--- src/rtl/joltage_pkg.sv ---
// Shared types and helpers for the multi-digit joltage selector.
//   bcd_digit_t    : one BCD digit (4 bits)
//   state_t        : controller states COLLECT / CONVERT / OUTPUT
//   BCD_MAX        : largest legal BCD digit
//   MAX_DIGITS     : widest bank the candidate helper can handle
//   remove_append  : drop nibble i from a packed bank, close the gap, append d as LSB
package joltage_pkg;

  typedef logic [3:0] bcd_digit_t;

  typedef enum logic [1:0] {
    COLLECT = 2'd0,
    CONVERT = 2'd1,
    OUTPUT  = 2'd2
  } state_t;

  localparam bcd_digit_t BCD_MAX = 4'd9;

  localparam int MAX_DIGITS = 32;
  localparam int BANK_MAX_W = 4 * MAX_DIGITS;

  typedef logic [BANK_MAX_W-1:0] bank_max_t;

  // Nibbles above i stay in place, nibbles below i move up one slot, d fills the LSB.
  // Callers zero-extend their bank into bank_max_t and truncate the result back.
  function automatic bank_max_t remove_append(input bank_max_t bank,
                                              input int unsigned i,
                                              input bcd_digit_t d);
    bank_max_t lo_mask;
    bank_max_t hi_mask;
    lo_mask = (bank_max_t'(1) << (4 * i)) - bank_max_t'(1);
    hi_mask = ~((bank_max_t'(1) << (4 * i + 4)) - bank_max_t'(1));
    return (bank & hi_mask) | ((bank & lo_mask) << 4) | bank_max_t'(d);
  endfunction

endpackage

--- src/rtl/joltage_bcd2bin_seq.sv ---
// Iterative packed-BCD to binary converter, one digit per cycle, MSB nibble first.
// Ports:
//   clock, reset : clock, synchronous active-high reset
//   start_i      : load bcd_i and begin a DIGITS-cycle conversion
//   bcd_i        : packed BCD value, most significant digit in the top nibble
//   busy_o       : conversion in progress
//   done_o       : high during the final conversion cycle; result_o is final after this edge
//   result_o     : binary accumulator (holds the last result until the next start)
module joltage_bcd2bin_seq
  import joltage_pkg::*;
#(
  parameter int DIGITS = 12,
  parameter int BIN_W  = 40
) (
  input  logic                clock,
  input  logic                reset,
  input  logic                start_i,
  input  logic [4*DIGITS-1:0] bcd_i,
  output logic                busy_o,
  output logic                done_o,
  output logic [BIN_W-1:0]    result_o
);

  localparam int CW = $clog2(DIGITS + 1);

  logic [4*DIGITS-1:0] shreg_q, shreg_d;
  logic [BIN_W-1:0]    acc_q, acc_d;
  logic [CW-1:0]       cnt_q, cnt_d;
  logic                busy_q, busy_d;
  bcd_digit_t          top_nib;

  assign top_nib  = shreg_q[4*DIGITS-1 -: 4];
  assign done_o   = busy_q && (cnt_q == CW'(DIGITS - 1));
  assign busy_o   = busy_q;
  assign result_o = acc_q;

  always_comb begin
    shreg_d = shreg_q;
    acc_d   = acc_q;
    cnt_d   = cnt_q;
    busy_d  = busy_q;
    if (start_i) begin
      shreg_d = bcd_i;
      acc_d   = '0;
      cnt_d   = '0;
      busy_d  = 1'b1;
    end else if (busy_q) begin
      acc_d   = acc_q * BIN_W'(10) + BIN_W'(top_nib);
      shreg_d = shreg_q << 4;
      if (done_o) busy_d = 1'b0;
      else        cnt_d  = cnt_q + 1'b1;
    end
  end

  always_ff @(posedge clock) begin
    if (reset) begin
      acc_q  <= '0;
      cnt_q  <= '0;
      busy_q <= 1'b0;
    end else begin
      acc_q  <= acc_d;
      cnt_q  <= cnt_d;
      busy_q <= busy_d;
    end
  end

  // Shift register contents are only meaningful while busy.
  always_ff @(posedge clock) begin
    shreg_q <= shreg_d;
  end

endmodule

--- src/rtl/multi_digit_joltager.sv ---
// Streaming K-digit max-joltage selector. Keeps the largest DIGITS-long ordered
// subsequence of each bank's BCD digits, converts it to binary, hands it off on a
// ready/valid port and keeps a running sum and count of handed-off banks.
// Optional build macro: JOLTAGER_SUM_SATURATE_EN -- joltage_sum clamps at its maximum
// instead of wrapping.
// Ports:
//   clock, reset : clock, synchronous active-high reset
//   in_valid / in_ready / in_digit / in_last : digit stream, in_last marks a bank's final digit
//   out_valid / out_ready / out_joltage      : completed bank value
//   joltage_sum  : sum of handed-off banks
//   line_count   : number of handed-off banks (wraps)
//   digit_err    : sticky flag, a digit above 9 was accepted (and treated as 0)
module multi_digit_joltager
  import joltage_pkg::*;
#(
  parameter int DIGITS = 12,
  parameter int BIN_W  = 40,
  parameter int SUM_W  = 56,
  parameter int CNT_W  = 16
) (
  input  logic             clock,
  input  logic             reset,
  input  logic             in_valid,
  output logic             in_ready,
  input  logic [3:0]       in_digit,
  input  logic             in_last,
  output logic             out_valid,
  input  logic             out_ready,
  output logic [BIN_W-1:0] out_joltage,
  output logic [SUM_W-1:0] joltage_sum,
  output logic [CNT_W-1:0] line_count,
  output logic             digit_err
);

  localparam int BANK_W = 4 * DIGITS;
  localparam int FILL_W = $clog2(DIGITS + 1);
  localparam int ADD_W  = ((SUM_W > BIN_W) ? SUM_W : BIN_W) + 1;

  function automatic logic [SUM_W-1:0] sum_add(input logic [SUM_W-1:0] a,
                                               input logic [BIN_W-1:0] b);
    logic [ADD_W-1:0] s;
    s = ADD_W'(a) + ADD_W'(b);
`ifdef JOLTAGER_SUM_SATURATE_EN
    if (s > ADD_W'({SUM_W{1'b1}})) return {SUM_W{1'b1}};
`endif
    return SUM_W'(s);
  endfunction

  state_t            state_q, state_d;
  logic [BANK_W-1:0] bank_q, bank_d;
  logic [FILL_W-1:0] fill_q, fill_d;
  logic [SUM_W-1:0]  sum_q, sum_d;
  logic [CNT_W-1:0]  count_q, count_d;
  logic              err_q, err_d;

  logic              accept, handshake;
  bcd_digit_t        digit;
  logic [BANK_W-1:0] cand [DIGITS];
  logic [BANK_W-1:0] best;

  logic              conv_start, conv_busy, conv_done;
  logic [BIN_W-1:0]  conv_result;

  assign accept     = in_valid && in_ready;
  assign handshake  = out_valid && out_ready;
  assign digit      = (in_digit > BCD_MAX) ? 4'd0 : in_digit;
  assign conv_start = accept && in_last;

  // One candidate per removable nibble; the bank itself wins ties.
  for (genvar gi = 0; gi < DIGITS; gi++) begin : g_cand
    assign cand[gi] = BANK_W'(remove_append(bank_max_t'(bank_q), gi, digit));
  end

  always_comb begin
    best = bank_q;
    for (int i = 0; i < DIGITS; i++) begin
      if (cand[i] > best) best = cand[i];
    end
  end

  // FSM: state register
  always_ff @(posedge clock) begin
    if (reset) state_q <= COLLECT;
    else       state_q <= state_d;
  end

  // FSM: next state
  always_comb begin
    state_d = state_q;
    case (state_q)
      COLLECT: if (accept && in_last) state_d = CONVERT;
      CONVERT: if (conv_done)         state_d = OUTPUT;
      OUTPUT:  if (out_ready)         state_d = COLLECT;
      default:                        state_d = COLLECT;
    endcase
  end

  // FSM: outputs. The busy term keeps a new bank out while a conversion is still running.
  always_comb begin
    in_ready  = (state_q == COLLECT) && !conv_busy;
    out_valid = (state_q == OUTPUT);
  end

  always_comb begin
    bank_d  = bank_q;
    fill_d  = fill_q;
    sum_d   = sum_q;
    count_d = count_q;
    err_d   = err_q;
    if (accept) begin
      if (in_digit > BCD_MAX) err_d = 1'b1;
      if (fill_q < FILL_W'(DIGITS)) begin
        // Truncating cast drops the (empty) top nibble; also covers DIGITS=1.
        bank_d = BANK_W'({bank_q, digit});
        fill_d = fill_q + 1'b1;
      end else begin
        bank_d = best;
      end
    end
    if (handshake) begin
      sum_d   = sum_add(sum_q, conv_result);
      count_d = count_q + 1'b1;
      bank_d  = '0;
      fill_d  = '0;
    end
  end

  always_ff @(posedge clock) begin
    if (reset) begin
      bank_q  <= '0;
      fill_q  <= '0;
      sum_q   <= '0;
      count_q <= '0;
      err_q   <= 1'b0;
    end else begin
      bank_q  <= bank_d;
      fill_q  <= fill_d;
      sum_q   <= sum_d;
      count_q <= count_d;
      err_q   <= err_d;
    end
  end

  // Converter is loaded with the bank as it will look after the final digit lands.
  joltage_bcd2bin_seq #(
    .DIGITS (DIGITS),
    .BIN_W  (BIN_W)
  ) u_bcd2bin (
    .clock    (clock),
    .reset    (reset),
    .start_i  (conv_start),
    .bcd_i    (bank_d),
    .busy_o   (conv_busy),
    .done_o   (conv_done),
    .result_o (conv_result)
  );

  assign out_joltage = conv_result;
  assign joltage_sum = sum_q;
  assign line_count  = count_q;
  assign digit_err   = err_q;

endmodule
--- config.mk ---
export PLATFORM = sky130hd
export DESIGN_NAME = multi_digit_joltager
export DESIGN_NICKNAME = d
export VERILOG_FILES = /design/src/rtl/joltage_pkg.sv /design/src/rtl/joltage_bcd2bin_seq.sv /design/src/rtl/multi_digit_joltager.sv
export SDC_FILE = /design/constraint.sdc
export NUM_CORES = 1
export LEC_CHECK = 0
export CORE_ASPECT_RATIO = 1.4
export CORE_MARGIN = 2
export CORE_UTILIZATION = 35
export CTS_BUF_LIST = sky130_fd_sc_hd__clkbuf_4
export DETAILED_ROUTE_END_ITERATION = 10
export HOLD_SLACK_MARGIN = 0.15
export PLACE_DENSITY_LB_ADDON = 0.12
export SETUP_SLACK_MARGIN = 0.1
export SLEW_MARGIN = 5
export SYNTH_ARGS = -nofsm -noshare
export SYNTH_HDL_FRONTEND = slang
export SYNTH_SLANG_ARGS = --single-unit
--- constraint.sdc ---
create_clock -name clock -period 71.2 [get_ports clock]
set_clock_uncertainty 0.15 [all_clocks]
set_input_delay 14.24 -clock clock [delete_from_list [all_inputs] [get_ports clock]]
set_output_delay 14.24 -clock clock [all_outputs]
set_load 0.005 [all_outputs]
==> out/metrics.cfg, run 1 <==
[cts]
clk_pin_slew_ns=0.06
holdBufCountCts=0
cts.sinks=220
postCtsSetupBuffers=0
clockRootBuffer=clkbuf_4
cts.htree.levels=2
tritoncts=done
insertion_delay_ns=0.79
cts_buffer_depth=3
cts.repair.resized=0
numCtsBuffers=59

[critical_path]
reg2reg_depth=145
startpoint=in_digit[2]
critPathTopFamily=compound AO/OA/AOI/OAI gates
cp_max_fo=78
r2r_end=u_bcd2bin.shreg_q[13]$_DFFE_PP_
end_kind=flop
path_class=in2reg
r2r_setup_slack_ns=35.09
critPathLaunchType=input pin
cp.depth=146
max_stage_delay_ns=1.05
cp_slowest_cell=and2_0
worstPathRequired_ns=71.50
crit_end=u_bcd2bin.shreg_q[13]$_DFFE_PP_
path_buf_inv=15
reg2reg_from=bank_q[3]$_SDFF_PP0_
arrival_ns=51.30
cpMostUsedCell=a21o_1

[sta]
setup_tns_ns=0
hold_viol_final=0
worstMarginPinSlew_ns=1.31
maxSlewViolCount=0
setup_viol=0
min_period_ns=50.99
slew_headroom=0.127
whs_ns=0.323
timing.final.crit_share=0.716
setup_ws_ns=20.21
max_freq_ghz=0.0196
grt_setup_unrepaired=false

[drt]
ant_nets=0
initialDrtViolationCount=1170
first_pass_iters=6
wl_mm=85.1
routedWlPerCell_um=20.6
routed_via_density=5.60
vias=23100
drt_drc_violations_left=0

[job]
maxCapViolCount=0

[placed_design]
place_congestion=0.923
dpl.hpwl_mm=65.0
place_ws_ns=19.77
io_buffer_count=123

[logic_synthesis]
synth_nets=3475
ys_types=87
yosysSeqAreaShare=0.201
synth_area_um2=24300
synth_edf_count=48
syn_area_per_cell_um2=8.00
ys_ff_latch=220
ys.flop_type=dfxtp_1
async_flop_share=0
yosysWarningCount=0
synth_cells=3043

[floorplan]
core_um2=68900
ios=124
start_util=0.353
die_width_um=227
rows=114
die_area_um2=71700
die-height_um=316

[pwr]
leakage_nw=11.9
power_density_nw_per_um2=29.4
vdd_drop_max_mv=0.0280

[finish]
drive_gt1_frac=0.0742
area_growth_pct=12.4
fin_nets=3578

[min_path]
worstHoldStart=joltage_sum[17]$_SDFFE_PP0P_
hp-class=reg2reg

[grt]
grt_max_degree=97
overflow=0
antenna_found_initial=1
grt_usage=0.234
grt_pass1_wl_mm=131
grt_pass1_vias=23300

[run_status]
status=finished, final reports clean

cell usage after synthesis, drive strengths merged (31+ instances only):
cell,n,area share
nand2b,44,0.012
mux2i,163,0.067
nor2,222,0.034
ha,420,0.22
a21oi,254,0.052
buf,33,0.0076
mux2,46,0.021
a211oi,56,0.018
nand2,273,0.042
edfxtp,48,0.059
o211ai,31,0.0098
o21ai,240,0.050
xor2,45,0.016
inv,201,0.031
nor3,45,0.0093
clkbuf,92,0.014
nor2b,47,0.012
xnor2,81,0.029
nand3,61,0.013
a21o,108,0.033
dfxtp,172,0.14
nand4,72,0.019
cells by family after synthesis:
| group | count (synthesis) | share of synthesized area |
|---|---|---|
| fa+ha+maj | 423 | 0.218 |
| compound gates | 829 | 0.213 |
| mux | 209 | 0.0883 |
| xor+xnor | 126 | 0.0453 |
| buf+inv | 332 | 0.0537 |
| simple gates | 904 | 0.180 |
| flops | 220 | 0.201 |
area by class of cell:
cell class / instances / area (um^2)
Clock inverter: 17 / 97.6
Clock buffer: 91 / 683
Sequential cell: 220 / 4890
Multi-Input combinational cell: 2491 / 18200
Antenna cell: 2 / 5.00
Inverter: 207 / 777
Fill cell: 7117 / 41500
Tap cell: 928 / 1160
Timing Repair Buffer: 167 / 1560
layer usage:
layer / vias up / global-route usage / wire, um / part of all wire
li1: 11300 / - / - / -
met1: 11000 / 0.246 / 32700 / 0.38
met2: 559 / 0.449 / 44500 / 0.52
met3: 234 / 0.0234 / 2910 / 0.034
met4: 0 / 0.135 / 4960 / 0.058
met5: - / 0 / 0 / 0
cells in the final DEF (no fill, tap or decap), types with 44 or more instances in the layout:
| cell | count |
|---|---|
| ha_1 | 420 |
| mux2i_1 | 163 |
| a211oi_1 | 52 |
| nor3_1 | 45 |
| clkdlybuf4s50_1 | 122 |
| nand3_1 | 61 |
| dfxtp_1 | 171 |
| edfxtp_1 | 48 |
| xnor2_1 | 81 |
| nor2b_1 | 47 |
| o21ai_0 | 227 |
| inv_1 | 200 |
| nand2_1 | 271 |
| a21o_1 | 108 |
| nor2_1 | 219 |
| mux2_2 | 46 |
| xor2_1 | 45 |
| buf_4 | 44 |
| a21oi_1 | 254 |
| clkbuf_4 | 91 |
| nand4_1 | 72 |
worst min path at each step:
stage | endpoint | slack, ns | depth (start not counted)
6_report | joltage_sum[17]$_SDFFE_PP0P_ | 0.32 | 2
3_5_place_dp | joltage_sum[7]$_SDFFE_PP0P_ | 0.32 | 2
3_3_place_gp | joltage_sum[25]$_SDFFE_PP0P_ | 0.31 | 2
4_1_cts | joltage_sum[7]$_SDFFE_PP0P_ | 0.33 | 2
2_1_floorplan | fill_q[1]$_SDFFE_PP0P_ | 0.30 | 2
5_1_grt | joltage_sum[19]$_SDFFE_PP0P_ | 0.35 | 2
sequential cells by signal, indices dropped and copies added (netlist names):
| signal | count |
|---|---|
| u_bcd2bin.shreg_q | 48 |
| joltage_sum | 56 |
| line_count | 16 |
| bank_q | 48 |
| digit_err | 1 |
| u_bcd2bin.cnt_q | 4 |
| fill_q | 4 |
| state_q | 2 |
| u_bcd2bin.result_o | 40 |
| u_bcd2bin.busy_o | 1 |
worst min-delay path, cell delays in order, from the launching register on:
cell and delay [ns]:
dfxtp_1 0.32, nand2_1 0.06, a21oi_1 0.05
report_power, final:
part	switching [mW]	leakage, nW	internal (mW)
clock	0.0584	0.466	0.0616
sequential	0.00759	1.86	0.135
combinational	0.334	9.55	0.208
metrics by stage:
step,utilization,power (mW),std cells,instance area [um^2]
floorplan,-,0.534,3043,24300
global placement,0.386,0.668,4013,26600
detailed placement,0.386,0.679,4013,26600
CTS,0.397,0.804,4121,27400
global route,0.397,0.871,4123,27400
finish,0.397,0.804,4123,27400
Note: power is estimated with default switching activity, not from simulation.
==> run 2, diff against run 1 <==
Clock period 71.2 ns to 50.2 ns, I/O delays scaled along.
==> out/metrics.cfg, run 2 (synthesized netlist as in run 1, its figures left out) <==
[floorplan]
die_area_um2=71700
ios=124
core_um2=68900
die_width_um=227
die-height_um=316
rows=114
start_util=0.353

[drt]
routedWlPerCell_um=20.7
drt_drc_violations_left=0
initialDrtViolationCount=1175
routed_via_density=5.63
ant_nets=0
wl_mm=85.2
first_pass_iters=5
vias=23200

[finish]
drive_gt1_frac=0.0740
fin_util=0.397
largest_reg_flops=56
stdcell_area_um2=27400
fin_nets=3576
final_cell_mix=ha_1, nand2_1, a21oi_1, o21ai_0, nor2_1
area_growth_pct=12.5
mostFrequentLayoutCell=ha_1

[critical_path]
cpMostUsedCell=a21o_1
path_class=in2reg
cp_slowest_cell=nor3_1
arrival_ns=48.13
cp_max_fo=78
worstPathRequired_ns=50.52
critPathLaunchType=input pin
max_stage_delay_ns=1.03
end_kind=flop

[grt]
antenna_found_initial=1
grt_pass1_vias=23100
overflow=0
grt_max_degree=94
grt_usage=0.233
grt_pass1_wl_mm=131

[sta]
setup_tns_ns=0
timing.final.crit_share=0.952
grt_setup_unrepaired=false
maxSlewViolCount=0
setup_viol=0
min_period_ns=47.81
max_freq_ghz=0.0209
worstMarginPinSlew_ns=1.25
hold_viol_final=0
setup_ws_ns=2.39
slew_headroom=0.162

[placed_design]
place_congestion=0.960
placed_area_um2=26600
place_ws_ns=1.92
io_buffer_count=123
dpl.hpwl_mm=65.3

[run_status]
status=finished, final reports clean

[cts]
insertion_delay_ns=0.81
cts_buffer_depth=3
postCtsSetupBuffers=0
clockRootBuffer=clkbuf_4
clk_pin_slew_ns=0.07
numCtsBuffers=59
cts.sinks=220
cts.htree.levels=2
tritoncts=done

[pwr]
leakage_nw=11.9
vdd_drop_max_mv=0.0445
finalPower_mw=1.15
power_density_nw_per_um2=41.9

[job]
maxCapViolCount=0

[min_path]
hp-class=reg2reg

-- run 2: per-layer routing --
layer | GRT usage | wire (um)
met5 | 0 | 0
met4 | 0.128 | 4810
met3 | 0.0208 | 2890
met2 | 0.446 | 44400
met1 | 0.249 | 33100
-- run 2: cell type report --
type / instances / area (um^2)
Clock inverter: 17 / 125
Antenna cell: 1 / 2.50
Inverter: 207 / 777
Clock buffer: 91 / 683
Tap cell: 928 / 1160
Fill cell: 7105 / 41500
Sequential cell: 220 / 4890
Multi-Input combinational cell: 2491 / 18200
Timing Repair Buffer: 165 / 1540
-- run 2: path summary, 6_finish.rpt --
check,start,to,slack (ns),cells after the start
max reg2reg,bank_q[3]$_SDFF_PP0_,u_bcd2bin.shreg_q[30]$_DFFE_PP_,13.18,143
min reg2reg,u_bcd2bin.shreg_q[41]$_DFFE_PP_,u_bcd2bin.shreg_q[45]$_DFFE_PP_,0.32,2
min,u_bcd2bin.shreg_q[41]$_DFFE_PP_,u_bcd2bin.shreg_q[45]$_DFFE_PP_,0.32,2
max,in_digit[2],u_bcd2bin.shreg_q[30]$_DFFE_PP_,2.39,144
-- run 2: what timing repair did --
action / 4_1_cts / 5_1_grt
hold buffers: 0 / 0
gates resized for setup: 0 / 1
setup endpoints to repair: 0 / 44
-- run 2: critical path, delay by kind of cell --
family	cells	cell delay [ns]
adder cells (fa/ha/maj)	12	3.64
buffers and inverters	16	4.40
multiplexers	10	3.92
AO/OA/AOI/OAI	72	16.04
AND/OR/NAND/NOR	34	9.89
-- run 2: power by group --
group	internal (mW)	switching, mW
registers	0.191	0.0107
logic	0.295	0.474
clock network	0.0926	0.0839
-- run 2: per-stage QoR --
step           hold WS (ns)  std cells
6_report              0.317       4120
5_1_grt               0.338       4120
4_1_cts               0.317       4119
3_5_place_dp          0.322       4011
3_3_place_gp          0.311       4011
2_1_floorplan         0.303       3043
==> run 3, diff against run 2 <==
Settings changed: PLACE_DENSITY_LB_ADDON 0.12 to unset.
==> out/metrics.cfg, run 3 (synthesized netlist as in run 1, its figures left out) <==
[pwr]
power_density_nw_per_um2=40.8
vdd_drop_max_mv=0.0459
finalPower_mw=1.12
leakage_nw=11.9

[critical_path]
critPathLaunchType=input pin
max_stage_delay_ns=1.00
worstPathRequired_ns=50.56
cpMostUsedCell=a21o_1
cp_max_fo=78
end_kind=flop
cp_slowest_cell=a211oi_2
r2r_end=u_bcd2bin.shreg_q[21]$_DFFE_PP_
reg2reg_from=bank_q[2]$_SDFF_PP0_
arrival_ns=46.00
path_class=in2reg
r2r_setup_slack_ns=14.60
reg2reg_depth=139

[job]
maxCapViolCount=0

[floorplan]
core_um2=68900
die-height_um=316
die_width_um=227
die_area_um2=71700
start_util=0.353
rows=114
ios=124

[cts]
tritoncts=done
numCtsBuffers=56
cts.repair.resized=0
holdBufCountCts=0
clockRootBuffer=clkbuf_4
cts_buffer_depth=3
insertion_delay_ns=0.78
cts.sinks=220
clk_pin_slew_ns=0.07
cts.htree.levels=2
postCtsSetupBuffers=0

[sta]
max_freq_ghz=0.0219
slew_headroom=0.183
setup_tns_ns=0
min_period_ns=45.64
hold_viol_final=0
worstMarginPinSlew_ns=1.23
timing.final.crit_share=0.909
maxSlewViolCount=0
setup_viol=0
grt_setup_unrepaired=false

[finish]
drive_gt1_frac=0.0709
fillCellCount=7141
fin_nets=3574
largest_reg_flops=56
final_cell_mix=ha_1, nand2_1, a21oi_1, o21ai_0, nor2_1
area_growth_pct=12.4
fin_util=0.397
mostFrequentLayoutCell=ha_1

[grt]
grt_pass1_vias=22200
grt_pass1_wl_mm=120
antenna_found_initial=1
grt_usage=0.210
overflow=0
grt_max_degree=80

[drt]
ant_nets=0
first_pass_iters=5
initialDrtViolationCount=1277
routed_via_density=5.56
routedWlPerCell_um=18.6
vias=22900
wl_mm=76.5
drt_drc_violations_left=0

[run_status]
status=finished, final reports clean

[placed_design]
place_congestion=0.913
dpl.hpwl_mm=57.1
io_buffer_count=123

[min_path]
whs_path_depth=2
worstHoldStart=joltage_sum[3]$_SDFFE_PP0P_
hp-class=reg2reg
hold_path_end=joltage_sum[3]$_SDFFE_PP0P_

-- run 3: worst max-delay path by stage --
stage	startpoint	end	slack [ns]	cells past startpoint
2_1_floorplan	in_digit[2]	u_bcd2bin.shreg_q[23]$_DFFE_PP_	10.99	156
3_3_place_gp	in_digit[3]	u_bcd2bin.shreg_q[21]$_DFFE_PP_	4.81	141
3_5_place_dp	in_digit[3]	u_bcd2bin.shreg_q[21]$_DFFE_PP_	4.13	141
4_1_cts	in_digit[3]	u_bcd2bin.shreg_q[31]$_DFFE_PP_	4.87	141
5_1_grt	in_digit[3]	u_bcd2bin.shreg_q[31]$_DFFE_PP_	1.92	142
6_report	in_digit[3]	u_bcd2bin.shreg_q[21]$_DFFE_PP_	4.56	141
-- run 3: worst max-delay path: cells and delay by family --
family	cells	cell delay, ns
simple gates	37	9.57
compound gates	70	14.66
mux	8	3.06
fa+ha+maj	12	3.95
buf+inv	14	4.58
-- run 3: stage by stage --
step / cells / instance area, um^2 / worst slack, ns / hold slack (ns)
CTS: 4116 / 27300 / 4.87 / 0.323
global route: 4117 / 27400 / 1.92 / 0.346
detailed placement: 4012 / 26600 / 4.13 / 0.314
global placement: 4012 / 26600 / 4.81 / 0.309
floorplan: 3043 / 24300 / 10.99 / 0.303
finish: 4117 / 27400 / 4.56 / 0.324
-- run 3: layer usage --
| metal | GRT usage | share of wire | wire length (um) |
|---|---|---|---|
| met1 | 0.240 | 0.40 | 30900 |
| met2 | 0.386 | 0.50 | 38300 |
| met3 | 0.0231 | 0.047 | 3630 |
| met4 | 0.103 | 0.049 | 3730 |
| met5 | 0 | 0 | 0 |
-- run 3: final cells by class --
class / instances / area (um^2) / share of cell area
diodes: 1 / 2.50 / 0.0000915
clock buffers: 73 / 548 / 0.0200
clock inverters: 31 / 238 / 0.00869
inverters: 207 / 777 / 0.0284
multi-input cells: 2491 / 18200 / 0.665
flip-flops and latches: 220 / 4890 / 0.179
well taps: 928 / 1160 / 0.0424
repair buffers: 166 / 1550 / 0.0566
-- run 3: where the power goes --
part	switching [mW]	internal [mW]
Clock	0.0837	0.0895
Sequential	0.00947	0.191
Combinational	0.452	0.291
Total	0.546	0.572
